===== config.mk =====
export PLATFORM = sky130hd
export DESIGN_NAME = fan_speed_controller
export DESIGN_NICKNAME = d
export VERILOG_FILES = /design/src/rtl/fan_speed_controller.sv
export SDC_FILE = /design/constraint.sdc
export NUM_CORES = 1
export LEC_CHECK = 0
export CORE_MARGIN = 3
export CORE_UTILIZATION = 55
export CTS_CLUSTER_SIZE = 14
export DETAILED_ROUTE_END_ITERATION = 7
export PLACE_DENSITY_LB_ADDON = 0.3
export SYNTH_ARGS = -nofsm -noshare
export SYNTH_HDL_FRONTEND = slang
export SYNTH_SLANG_ARGS = --single-unit

===== constraint.sdc =====
create_clock -name i_clk -period 6.9 [get_ports i_clk]
set_clock_uncertainty 0.05 [all_clocks]
set_input_delay 1.725 -clock i_clk [delete_from_list [all_inputs] [get_ports i_clk]]
set_output_delay 1.725 -clock i_clk [all_outputs]
set_load 0.005 [all_outputs]

===== src/rtl/fan_speed_controller.sv =====
// Fan sequencer. It synchronises the 1 kHz clock and the buttons, and runs the
// OFF/LOW/MID/HIGH mode FSM, a tick-driven PWM and an auto-off countdown timer.
module fan_speed_controller #(
  parameter int unsigned TICKS_PER_SEC = 1000,
  parameter int unsigned PWM_STEPS     = 10,
  parameter int unsigned DUTY_LOW      = 3,
  parameter int unsigned DUTY_MID      = 6,
  parameter int unsigned DUTY_HIGH     = 9,
  parameter int unsigned PRESET1       = 60,
  parameter int unsigned PRESET2       = 180,
  parameter int unsigned PRESET3       = 300
) (
  input  logic        i_clk,
  input  logic        i_reset,
  input  logic        i_clk_1khz,
  input  logic        i_btn_mode,
  input  logic        i_btn_off,
  input  logic        i_btn_timer,
  output logic        o_pwm,
  output logic [1:0]  o_mode,
  output logic [1:0]  o_timer_sel,
  output logic [15:0] o_remain_sec,
  output logic        o_tick
);

  localparam int unsigned CW = (PWM_STEPS > 1) ? $clog2(PWM_STEPS) : 1;
  localparam int unsigned DW = CW + 1;
  localparam int unsigned MW = (TICKS_PER_SEC > 1) ? $clog2(TICKS_PER_SEC) : 1;

  localparam logic [CW-1:0] CntLast = CW'(PWM_STEPS - 1);
  localparam logic [MW-1:0] MsLast  = MW'(TICKS_PER_SEC - 1);
  // A duty at or above the period is clamped to PWM_STEPS, so the output stays high.
  localparam logic [DW-1:0] DutyLow  = (DUTY_LOW >= PWM_STEPS) ? DW'(PWM_STEPS) : DW'(DUTY_LOW);
  localparam logic [DW-1:0] DutyMid  = (DUTY_MID >= PWM_STEPS) ? DW'(PWM_STEPS) : DW'(DUTY_MID);
  localparam logic [DW-1:0] DutyHigh = (DUTY_HIGH >= PWM_STEPS) ? DW'(PWM_STEPS) : DW'(DUTY_HIGH);

  if (PRESET1 > 65535 || PRESET2 > 65535 || PRESET3 > 65535) begin : g_preset_range
    $error("fan_speed_controller: auto-off presets must be below 65536");
  end

  typedef enum logic [1:0] {
    StOff  = 2'd0,
    StLow  = 2'd1,
    StMid  = 2'd2,
    StHigh = 2'd3
  } mode_e;

  function automatic logic [DW-1:0] duty_for(mode_e m);
    case (m)
      StLow:   duty_for = DutyLow;
      StMid:   duty_for = DutyMid;
      StHigh:  duty_for = DutyHigh;
      default: duty_for = '0;
    endcase
  endfunction

  function automatic logic [15:0] preset_for(logic [1:0] sel);
    case (sel)
      2'd1:    preset_for = 16'(PRESET1);
      2'd2:    preset_for = 16'(PRESET2);
      2'd3:    preset_for = 16'(PRESET3);
      default: preset_for = 16'd0;
    endcase
  endfunction

  // Bit 0: 1 kHz clock, bit 1: mode, bit 2: off, bit 3: timer.
  logic [3:0] sync1_q, sync1_d, sync2_q, sync2_d, prev_q, prev_d, ev;
  logic       tick, ev_mode, ev_off, ev_timer, expire;

  mode_e          mode_q, mode_d;
  logic [1:0]     sel_q, sel_d;
  logic [15:0]    remain_q, remain_d;
  logic [MW-1:0]  ms_q, ms_d;
  logic [CW-1:0]  cnt_q, cnt_d;
  logic [DW-1:0]  duty_q, duty_d;
  logic           pwm_q, pwm_d;

  always_comb begin
    sync1_d = {i_btn_timer, i_btn_off, i_btn_mode, i_clk_1khz};
    sync2_d = sync1_q;
    prev_d  = sync2_q;
  end

  assign ev       = sync2_q & ~prev_q;
  assign tick     = ev[0];
  assign ev_mode  = ev[1];
  assign ev_off   = ev[2];
  assign ev_timer = ev[3];

  // Mode FSM and auto-off timer.
  always_comb begin
    mode_d   = mode_q;
    sel_d    = sel_q;
    remain_d = remain_q;
    ms_d     = ms_q;
    expire   = 1'b0;

    if (tick && (sel_q != 2'd0)) begin
      if (ms_q == MsLast) begin
        ms_d = '0;
        if (remain_q <= 16'd1) begin
          expire = 1'b1;
        end else begin
          remain_d = remain_q - 16'd1;
        end
      end else begin
        ms_d = ms_q + MW'(1);
      end
    end

    if (ev_off || expire) begin
      mode_d   = StOff;
      sel_d    = 2'd0;
      remain_d = 16'd0;
      ms_d     = '0;
    end else begin
      if (ev_mode) begin
        unique case (mode_q)
          StOff: begin
            mode_d   = StLow;
            sel_d    = 2'd0;
            remain_d = 16'd0;
            ms_d     = '0;
          end
          StLow:  mode_d = StMid;
          StMid:  mode_d = StHigh;
          StHigh: mode_d = StLow;
        endcase
      end
      // Judged against the mode before this update, so a press from OFF is ignored.
      if (ev_timer && (mode_q != StOff)) begin
        sel_d    = sel_q + 2'd1;
        remain_d = preset_for(sel_d);
        ms_d     = '0;
      end
    end
  end

  // PWM: the duty only changes at a period start, except that OFF clears it at once.
  always_comb begin
    cnt_d  = cnt_q;
    duty_d = duty_q;
    if (tick) begin
      if (cnt_q == CntLast) begin
        cnt_d  = '0;
        duty_d = duty_for(mode_d);
      end else begin
        cnt_d = cnt_q + CW'(1);
      end
    end
    if (mode_d == StOff) begin
      duty_d = '0;
    end
    pwm_d = (mode_d != StOff) && ({1'b0, cnt_d} < duty_d);
  end

  always_ff @(posedge i_clk or posedge i_reset) begin
    if (i_reset) begin
      sync1_q  <= '0;
      sync2_q  <= '0;
      prev_q   <= '0;
      mode_q   <= StOff;
      sel_q    <= 2'd0;
      remain_q <= 16'd0;
      ms_q     <= '0;
      cnt_q    <= '0;
      duty_q   <= '0;
      pwm_q    <= 1'b0;
    end else begin
      sync1_q  <= sync1_d;
      sync2_q  <= sync2_d;
      prev_q   <= prev_d;
      mode_q   <= mode_d;
      sel_q    <= sel_d;
      remain_q <= remain_d;
      ms_q     <= ms_d;
      cnt_q    <= cnt_d;
      duty_q   <= duty_d;
      pwm_q    <= pwm_d;
    end
  end

  assign o_pwm        = pwm_q;
  assign o_mode       = mode_q;
  assign o_timer_sel  = sel_q;
  assign o_remain_sec = remain_q;
  assign o_tick       = tick;

endmodule


* Word-level counts from Yosys, hierarchy flattened
Cells that the tools add are included.
** Word-level totals
- Flip-flop bits (word level) :: 52
- Bits in latches :: 0
- Bits in writable memories :: 0
- Bits in read-only memories :: 0
- Input bits :: 6
- Output and inout bits :: 22
- Word-level logic and storage cells :: 72
- Memories kept :: 0
** Operators by class
- $add $sub $neg :: 4
- Multipliers :: 0
- Div/mod/pow operators :: 0
- $lt $le $gt $ge :: 2
- Equal/unequal tests :: 11
- Shifts and indexed selects :: 0
- Mux-type cells :: 30
- Bitwise gates (word level) :: 2
- Reduce and logical (&&, ||, !) cells :: 13
** Operator list (number)
- 16-bit two-way mux :: 7
- 10-bit two-way mux :: 6
- 9-bit case mux with 3 select lines :: 1
- 16-bit by 1-bit less-or-equal comparator with 1-bit output, second input constant :: 1
- 16-bit by 1-bit subtractor with 16-bit output, second input constant :: 1
- 5-bit two-way mux :: 3
- 2-bit == test, second input constant :: 6
- 2-bit two-way mux :: 6
- 4-bit case mux with 3 select lines :: 1
- 10-bit by 1-bit adder with 10-bit output, second input constant :: 1
- 10-bit == test, second input constant :: 1
- 4-bit two-way mux :: 2
- 2-bit by 1-bit == test with 1-bit output, second input constant :: 3
- 2-bit case mux with 3 select lines :: 1
- 2-bit nonzero test :: 3
- 3-bit nonzero test :: 2
- 4-bit by 5-bit less-than comparator with 1-bit output :: 1
- 4-bit by 1-bit adder with 4-bit output, second input constant :: 1
- 4-bit bitwise AND :: 1
- 4-bit == test, second input constant :: 1
- 2-bit logical NOT :: 2
- 4-bit inverter :: 1
- 1-bit logical AND :: 3
- 1-bit two-way mux :: 3
- 4 further kinds :: 4

* Longest topological paths before layout
Gate-level depths: netlist of the first run.
- Word-level depth :: 13
- Gate-level depth with buffers :: 15
- Mapped depth without buffers :: 14

* Worst setup path before layout of the first run
Ideal clock, no wire load.
- Kind :: reg2reg
- From :: register remain_q[12], in the netlist o_remain_sec[12]
- To :: register pwm_q, in the netlist o_pwm
- Library setup time :: 110 ps
- Data arrival time :: 3384 ps
- Required time :: 6740 ps
- Slack :: 3355 ps
- Cell stages (with the launch flop) :: 13
- Path buffers :: 2
- Period minus slack after synthesis :: 3545 ps
- Path through :: dfrtp_1 or4_1 buf_2 or4_4 buf_6 o31ai_4 nor2_1 ha_1 a211o_1 ha_1 o21ai_0 a21oi_1 o41ai_1
** Between the ends
- Longest elaborated chain between the ends :: 13
- Elaborated cells on any way between the ends :: 17
- Those cells by class :: order compare (2); eq/ne (3); mux (8); reduce/logical (4)
** RTL lines
- start: declaration :: RTL line 72 : logic [15:0] remain_q, remain_d;
- start signal: assignment :: RTL line 175 : remain_q <= remain_d;
- 16-bit by 1-bit less-or-equal comparator with 1-bit output (*) :: RTL line 101 : if (remain_q <= 16'd1) begin
- 1-bit two-way mux (*) :: RTL line 101
- 1-bit two-way mux (*) :: RTL line 99 : if (ms_q == MsLast) begin
- 1-bit two-way mux (*) :: RTL line 98 : if (tick && (sel_q != 2'd0)) begin
- 1-bit logical OR (*) :: RTL line 111 : if (ev_off || expire) begin
- 2-bit two-way mux (*) :: RTL line 111
- net mode_d[1] :: RTL line 70 : mode_e mode_q, mode_d;
- 2-bit == test or 2-bit by 1-bit == test with 1-bit output (tied branches) :: RTL line 49 : case (m)
- 4-bit case mux with 3 select lines :: RTL line 49
- 5-bit two-way mux :: RTL line 144 : if (cnt_q == CntLast) begin
- 5-bit two-way mux :: RTL line 143 : if (tick) begin
- 5-bit two-way mux :: RTL line 151 : if (mode_d == StOff) begin
- 4-bit by 5-bit less-than comparator with 1-bit output :: RTL line 154 : pwm_d = (mode_d != StOff) && ({1'b0, cnt_d} < duty_d);
- 1-bit logical AND (*) :: RTL line 154
- net pwm_d :: RTL line 76 : logic pwm_q, pwm_d;
- end signal: assignment :: RTL line 179 : pwm_q <= pwm_d;
- end: declaration :: RTL line 76
The timed path passes the listed nets; every way through them passes the cells marked *.
A chain may end at the register's enable or synchronous reset.

* Worst setup path after layout of the first run
Ends and elaborated chain as after synthesis.

==> results of run 1 <==
==> power groups by stage <==
| stage | Sequential, W | Clock [W] | Combinational, W |
|---|---|---|---|
| final | 0.000360 | 0.000173 | 0.000191 |
| after global routing | 0.000365 | 0.000194 | 0.000219 |
| after CTS | 0.000360 | 0.000180 | 0.000192 |
| after detailed placement | 0.000366 | 0 | 0.000188 |
| after global placement | 0.000364 | 0 | 0.000182 |
| after floorplan | 0.000361 | 0 | 0.000134 |
==> area by class of cell <==
class	count	area [sq um]	area share, %
Clock inverter	2	16.3	0.522
Timing Repair Buffer	28	278	8.92
Tap cell	65	81.3	2.61
Inverter	15	56.3	1.81
Sequential cell	52	1300	41.8
Multi-Input combinational cell	189	1310	42.0
Clock buffer	6	72.6	2.33
==> state kept, by name, summed over array words and instances, names as in the netlist <==
signal        count
cnt_q             4
o_timer_sel       2
prev_q            4
o_remain_sec     16
o_pwm             1
prev_d            4
ms_q             10
o_mode            2
duty_q            5
sync1_q           4
==> layer usage <==
metal / vias up / GRT usage, % / wire (microns)
met2: 49 / 32.5 / 2530
met1: 1002 / 25.6 / 2370
met5: - / 0 / 0
met4: 0 / 6.34 / 76
met3: 9 / 3.07 / 207
li1: 1001 / - / -
==> synth_stat cells, types with 3 or more instances <==
| cell type | instances | share of area, % |
|---|---|---|
| inv_1 | 15 | 2.1 |
| o41ai_1 | 3 | 0.97 |
| mux2i_1 | 5 | 1.9 |
| ha_1 | 16 | 7.4 |
| and4_1 | 4 | 1.3 |
| a21oi_1 | 17 | 3.1 |
| o21ai_0 | 8 | 1.5 |
| nor3b_1 | 8 | 2.2 |
| nand2b_1 | 3 | 0.69 |
| nor2_1 | 26 | 3.6 |
| nor2b_1 | 4 | 0.93 |
| dfrtp_1 | 52 | 48 |
| xor2_1 | 8 | 2.6 |
| nor3_1 | 6 | 1.1 |
| xnor2_1 | 5 | 1.6 |
| a31oi_1 | 5 | 1.2 |
| or4_1 | 3 | 0.83 |
| or3_1 | 4 | 0.93 |
| nand2_1 | 12 | 1.7 |
| nand3_1 | 10 | 1.9 |
| nand4b_1 | 4 | 1.3 |
| and3_1 | 4 | 0.93 |
==> stage by stage <==
| step | cell area, sq um | hold WS [ns] | utilization (%) |
|---|---|---|---|
| 2_1_floorplan | 2700 | 0.281 | - |
| 3_3_place_gp | 3030 | 0.282 | 66.7 |
| 3_5_place_dp | 3030 | 0.286 | 66.7 |
| 4_1_cts | 3120 | 0.308 | 68.7 |
| 5_1_grt | 3120 | 0.319 | 68.7 |
| 6_report | 3120 | 0.304 | 68.7 |
==> placed cells by master, fill, tap and decap left out, types with 10 or more instances in the layout <==
cell type         n
clkdlybuf4s50_1  27
nand3_1          10
ha_1             16
nor2_1           26
nand2_1          12
dfrtp_1          52
a21oi_1          17
inv_1            14
==> worst paths after layout <==
kind | from | to | slack, ns | depth (start not counted)
worst max-delay path | o_remain_sec[12] | o_pwm | 3.05 | 10
min in group asynchronous | i_reset | ms_q[3] | 1.95 | 2
worst min-delay path | sync1_q[2] | prev_d[2] | 0.30 | 0
worst min register to register | sync1_q[2] | prev_d[2] | 0.30 | 0
worst max register to register | o_remain_sec[12] | o_pwm | 3.05 | 10
max in group asynchronous | i_reset | o_remain_sec[7] | 4.21 | 2
==> cell families after synthesis <==
logic type	count (synthesis)
XOR/XNOR	13
flip-flops	52
buffers and inverters	20
adder cells (fa/ha/maj)	16
AND/OR/NAND/NOR	104
multiplexers	6
AO/OA/AOI/OAI	50
==> critical path, delay by kind of cell, from the launching register on <==
kind	cells	cell delay, ns
compound gates	5	1.27
fa+ha+maj	2	0.57
flops	1	0.44
simple gates	3	1.40
==> impl_metrics.toml, run 1 <==
[clock_network]
cts-resized-gates = 0
cts_setup_buffers = 0
cts_sinks = 52
h-tree-depth = 2
clk_latency_ns = 0.31
cts_tree = "done"
cts_buffers = 5
cts-hold-fix-buffers = 0
clockRootBuffer = "clkbuf_8"
path_clk_slew_ns = 0.10
cts_buffer_depth = 2

[logic_synthesis]
synthCells = 261
ys.flop_type = "dfrtp_1"
ys_ff_latch = 52
syn_nets = 283
synth.mux.area_fraction_pct = 2.27
synth_simple_gate_area_share_pct = 22.0
async_reset_ff_share_pct = 100
synth-edff-count = 0
syn-cell-area_sq_um = 2700
ys_types = 51
syn_area_per_cell_sq_um = 10.4
synth_compound_area_share_pct = 12.5
synth_top_family_by_area = "simple AND/OR/NAND/NOR gates"
synth-xor-area-share_pct = 4.21
ys_seq_area_share_pct = 48.1
synth_fa_ha_area_share_pct = 7.41
yosysWarnings = 0

[pwr]
pwr-share-clk_pct = 23.9
p_int_w = 0.000487
combPwrFrac_pct = 26.3
peakVddDrop_mv = 0.222
p_sw_share_pct = 32.7
power_frac_seq_pct = 49.7
power.density_nw_per_um2 = 232
switchingPower_w = 0.000237
leakage_nw = 1.36
total_power_w = 0.000724

[floorplan]
std_cell_rows = 24
core_area_sq_um = 4530
fp.dieH_microns = 76.1
io-pin-count = 28
start_util_pct = 59.6
die_area_sq_um = 5790
die_w_microns = 76.1

[setup_path]
crit_type = "flip-flop to flip-flop"
critPathLaunchType = "flip-flop"
cp.required_ns = 7.05
critPathMaxStageDelay_ns = 0.65
path_max_fanout = 10
path_cells = "or4_1, or4_4, o31ai_4, nor2_1, ha_1, a211o_1, ha_1, o21ai_0, a21oi_1, o41ai_1"
slowest_stage = "or4_1"
cp-end-kind = "flip-flop"
crit_top_cell = "ha_1"
crit_arrival_ns = 4.00

[global_routing]
grt_use_total_pct = 19.3
grt_max_degree = 53
grt_pass1_wl_microns = 9270
overflow = 0
grt_pass1_vias = 2028
antenna_found_initial = 0

[placed_design]
post-place-ws_ns = 3.18
placed_cells = 349
port_buffers = 27
gp_congestion = 0.837
hpwl_microns = 3590

[routing]
drc = 0
wl_per_cell_microns = 14.5
wl_microns = 5180
vias_per_cell = 5.77
drt-pass1-iter-count = 4
drt-initial-drc-count = 173
num_vias = 2061
antenna_left = 0

[layout]
fin_cells = 357
fill_cells = 353
synthToLayoutAreaGrowth_pct = 15.3
diodes = 0
nNetsFinal = 313
final_layout_size_suffix_gt1_share_pct = 5.82

[timing]
clock.fmax_ghz = 0.260
rsz0062_at_grt = "no"
slew_violations = 0
worst_slew_pin_slew_ns = 1.06
hold_violations = 0
setup_viol = 0
max_slew_margin_pct = 29.0
setup_tns_ns = 0
post-route-period-util_pct = 55.8
fin_ws_ns = 3.05
min_period_ns = 3.85

[min_path]
hp-class = "flip-flop to flip-flop"

[job]
max_cap_violations = 0

[status]
status = "finished clean"
No activity file was read; power rests on OpenSTA's default activity.
==> inputs of run 2 (changes only) <==
Clock period 6.9 ns to 3.9 ns, I/O delays scaled along.
==> impl_metrics.toml, run 2 (synthesis gave the netlist of run 1 again) <==
[status]
status = "finished clean"

[clock_network]
cts_tree = "done"
h-tree-depth = 2
cts_buffers = 5
clockRootBuffer = "clkbuf_8"
clk_latency_ns = 0.31
cts_sinks = 52
cts-hold-fix-buffers = 0
cts-resized-gates = 0
cts_setup_buffers = 0
path_clk_slew_ns = 0.10
cts_buffer_depth = 2

[pwr]
leakage_nw = 1.40
peakVddDrop_mv = 0.294
power.density_nw_per_um2 = 431

[placed_design]
hpwl_microns = 3770
place_area_sq_um = 3050
placed_cells = 352
gp_congestion = 0.851
port_buffers = 27
post-place-ws_ns = 0.389

[timing]
clock.fmax_ghz = 0.282
setup_tns_ns = 0
rsz0062_at_grt = "no"
post-route-period-util_pct = 90.9
worst_slew_pin_slew_ns = 0.699
hold_violations = 0
setup_viol = 0
fin_ws_ns = 0.356
max_slew_margin_pct = 53.2
min_period_ns = 3.54
slew_violations = 0

[routing]
wl_microns = 5380
wl_per_cell_microns = 15.0
drc = 0
vias_per_cell = 5.76
num_vias = 2074
antenna_left = 0
drt-pass1-iter-count = 4
drt-initial-drc-count = 148

[global_routing]
met2_usage_pct = 33.1
met3_usage_pct = 4.37
antenna_found_initial = 0
grt_use_total_pct = 19.4
grt_pass1_wl_microns = 9200
use_met1_pct = 23.7
grt_pass1_vias = 2036
grt_max_degree = 28
overflow = 0
busiest_layer = "met2"

[layout]
finalInstanceArea_sq_um = 3170
diodes = 0
layout_common_cells = "52 x dfrtp_1, 27 x clkdlybuf4s50_1, 26 x nor2_1, 17 x a21oi_1, 16 x ha_1"
nNetsFinal = 316
fin_cells = 360
layout_commonest_cell = "dfrtp_1"
final_layout_size_suffix_gt1_share_pct = 7.12
largest_reg_flops = 16
synthToLayoutAreaGrowth_pct = 17.3

[min_path]
hp-class = "flip-flop to flip-flop"

[setup_path]
critPathLaunchType = "flip-flop"
crit_top_cell = "ha_1"
critPathMaxStageDelay_ns = 0.65
slowest_stage = "or4_1"
path_max_fanout = 7
crit_arrival_ns = 3.70
cp.required_ns = 4.06
path_cells = "or4_1, or4_4, o31ai_4, nor2_1, ha_1, a211o_1, ha_1, o21ai_0, a21oi_1, o41ai_1"
cp-end-kind = "flip-flop"
crit_type = "flip-flop to flip-flop"

[floorplan]
io-pin-count = 28
start_util_pct = 59.6
core_area_sq_um = 4530
fp.dieH_microns = 76.1
die_area_sq_um = 5790
die_w_microns = 76.1
std_cell_rows = 24

[job]
max_cap_violations = 0
[run 2: where the power goes]
| group | internal, W | switching [W] | leakage (nW) |
|---|---|---|---|
| combinational | 0.000148 | 0.000189 | 0.655 |
| clock | 0.000210 | 0.000182 | 0.0614 |
| sequential | 0.000588 | 0.0000489 | 0.683 |
| total | 0.000946 | 0.000420 | 1.40 |
[run 2: final timing paths]
| path | startpoint | to | slack, ns | cells after the start |
|---|---|---|---|---|
| worst max-delay path | o_remain_sec[12] | o_pwm | 0.36 | 10 |
| worst min-delay path | sync1_q[2] | prev_d[2] | 0.31 | 0 |
| worst max register to register | o_remain_sec[12] | o_pwm | 0.36 | 10 |
| worst min register to register | sync1_q[2] | prev_d[2] | 0.31 | 0 |
| max in group asynchronous | i_reset | ms_q[4] | 2.06 | 3 |
| min in group asynchronous | i_reset | sync1_q[2] | 0.97 | 2 |
[run 2: layout make-up]
type,count,area [sq um]
clock buffers,6,82.6
multi-input cells,189,1310
inverters,15,56.3
fillers,336,1360
flip-flops and latches,52,1300
clock inverters,2,38.8
repair buffers,31,300
well taps,65,81.3
[run 2: layer usage]
| layer | part of all wire [%] | vias to the layer above |
|---|---|---|
| met5 | 0 | - |
| met4 | 2.3 | 0 |
| met3 | 3.1 | 11 |
| met2 | 49 | 43 |
| met1 | 45 | 1015 |
| li1 | - | 1005 |
[run 2: critical path: cells and delay by family, from the launching register on]
kind	cells	cell delay (ns)
compound gates	5	1.02
fa+ha+maj	2	0.56
flops	1	0.45
simple gates	3	1.38
[run 2: per-stage QoR]
stage               hold WS [ns]  total power, W  utilization (%)
finish                     0.306         0.00137             69.9
floorplan                  0.281        0.000875                -
global route               0.324         0.00145             69.9
detailed placement         0.286        0.000980             67.2
CTS                        0.309         0.00138             69.9
global placement           0.284        0.000970             67.2
==> inputs of run 3 (changes only) <==
Settings changed: HOLD_SLACK_MARGIN set to 0.12.
==> results of run 3 <==
The final DEF is identical to that of run 2; final timing and power are the same.
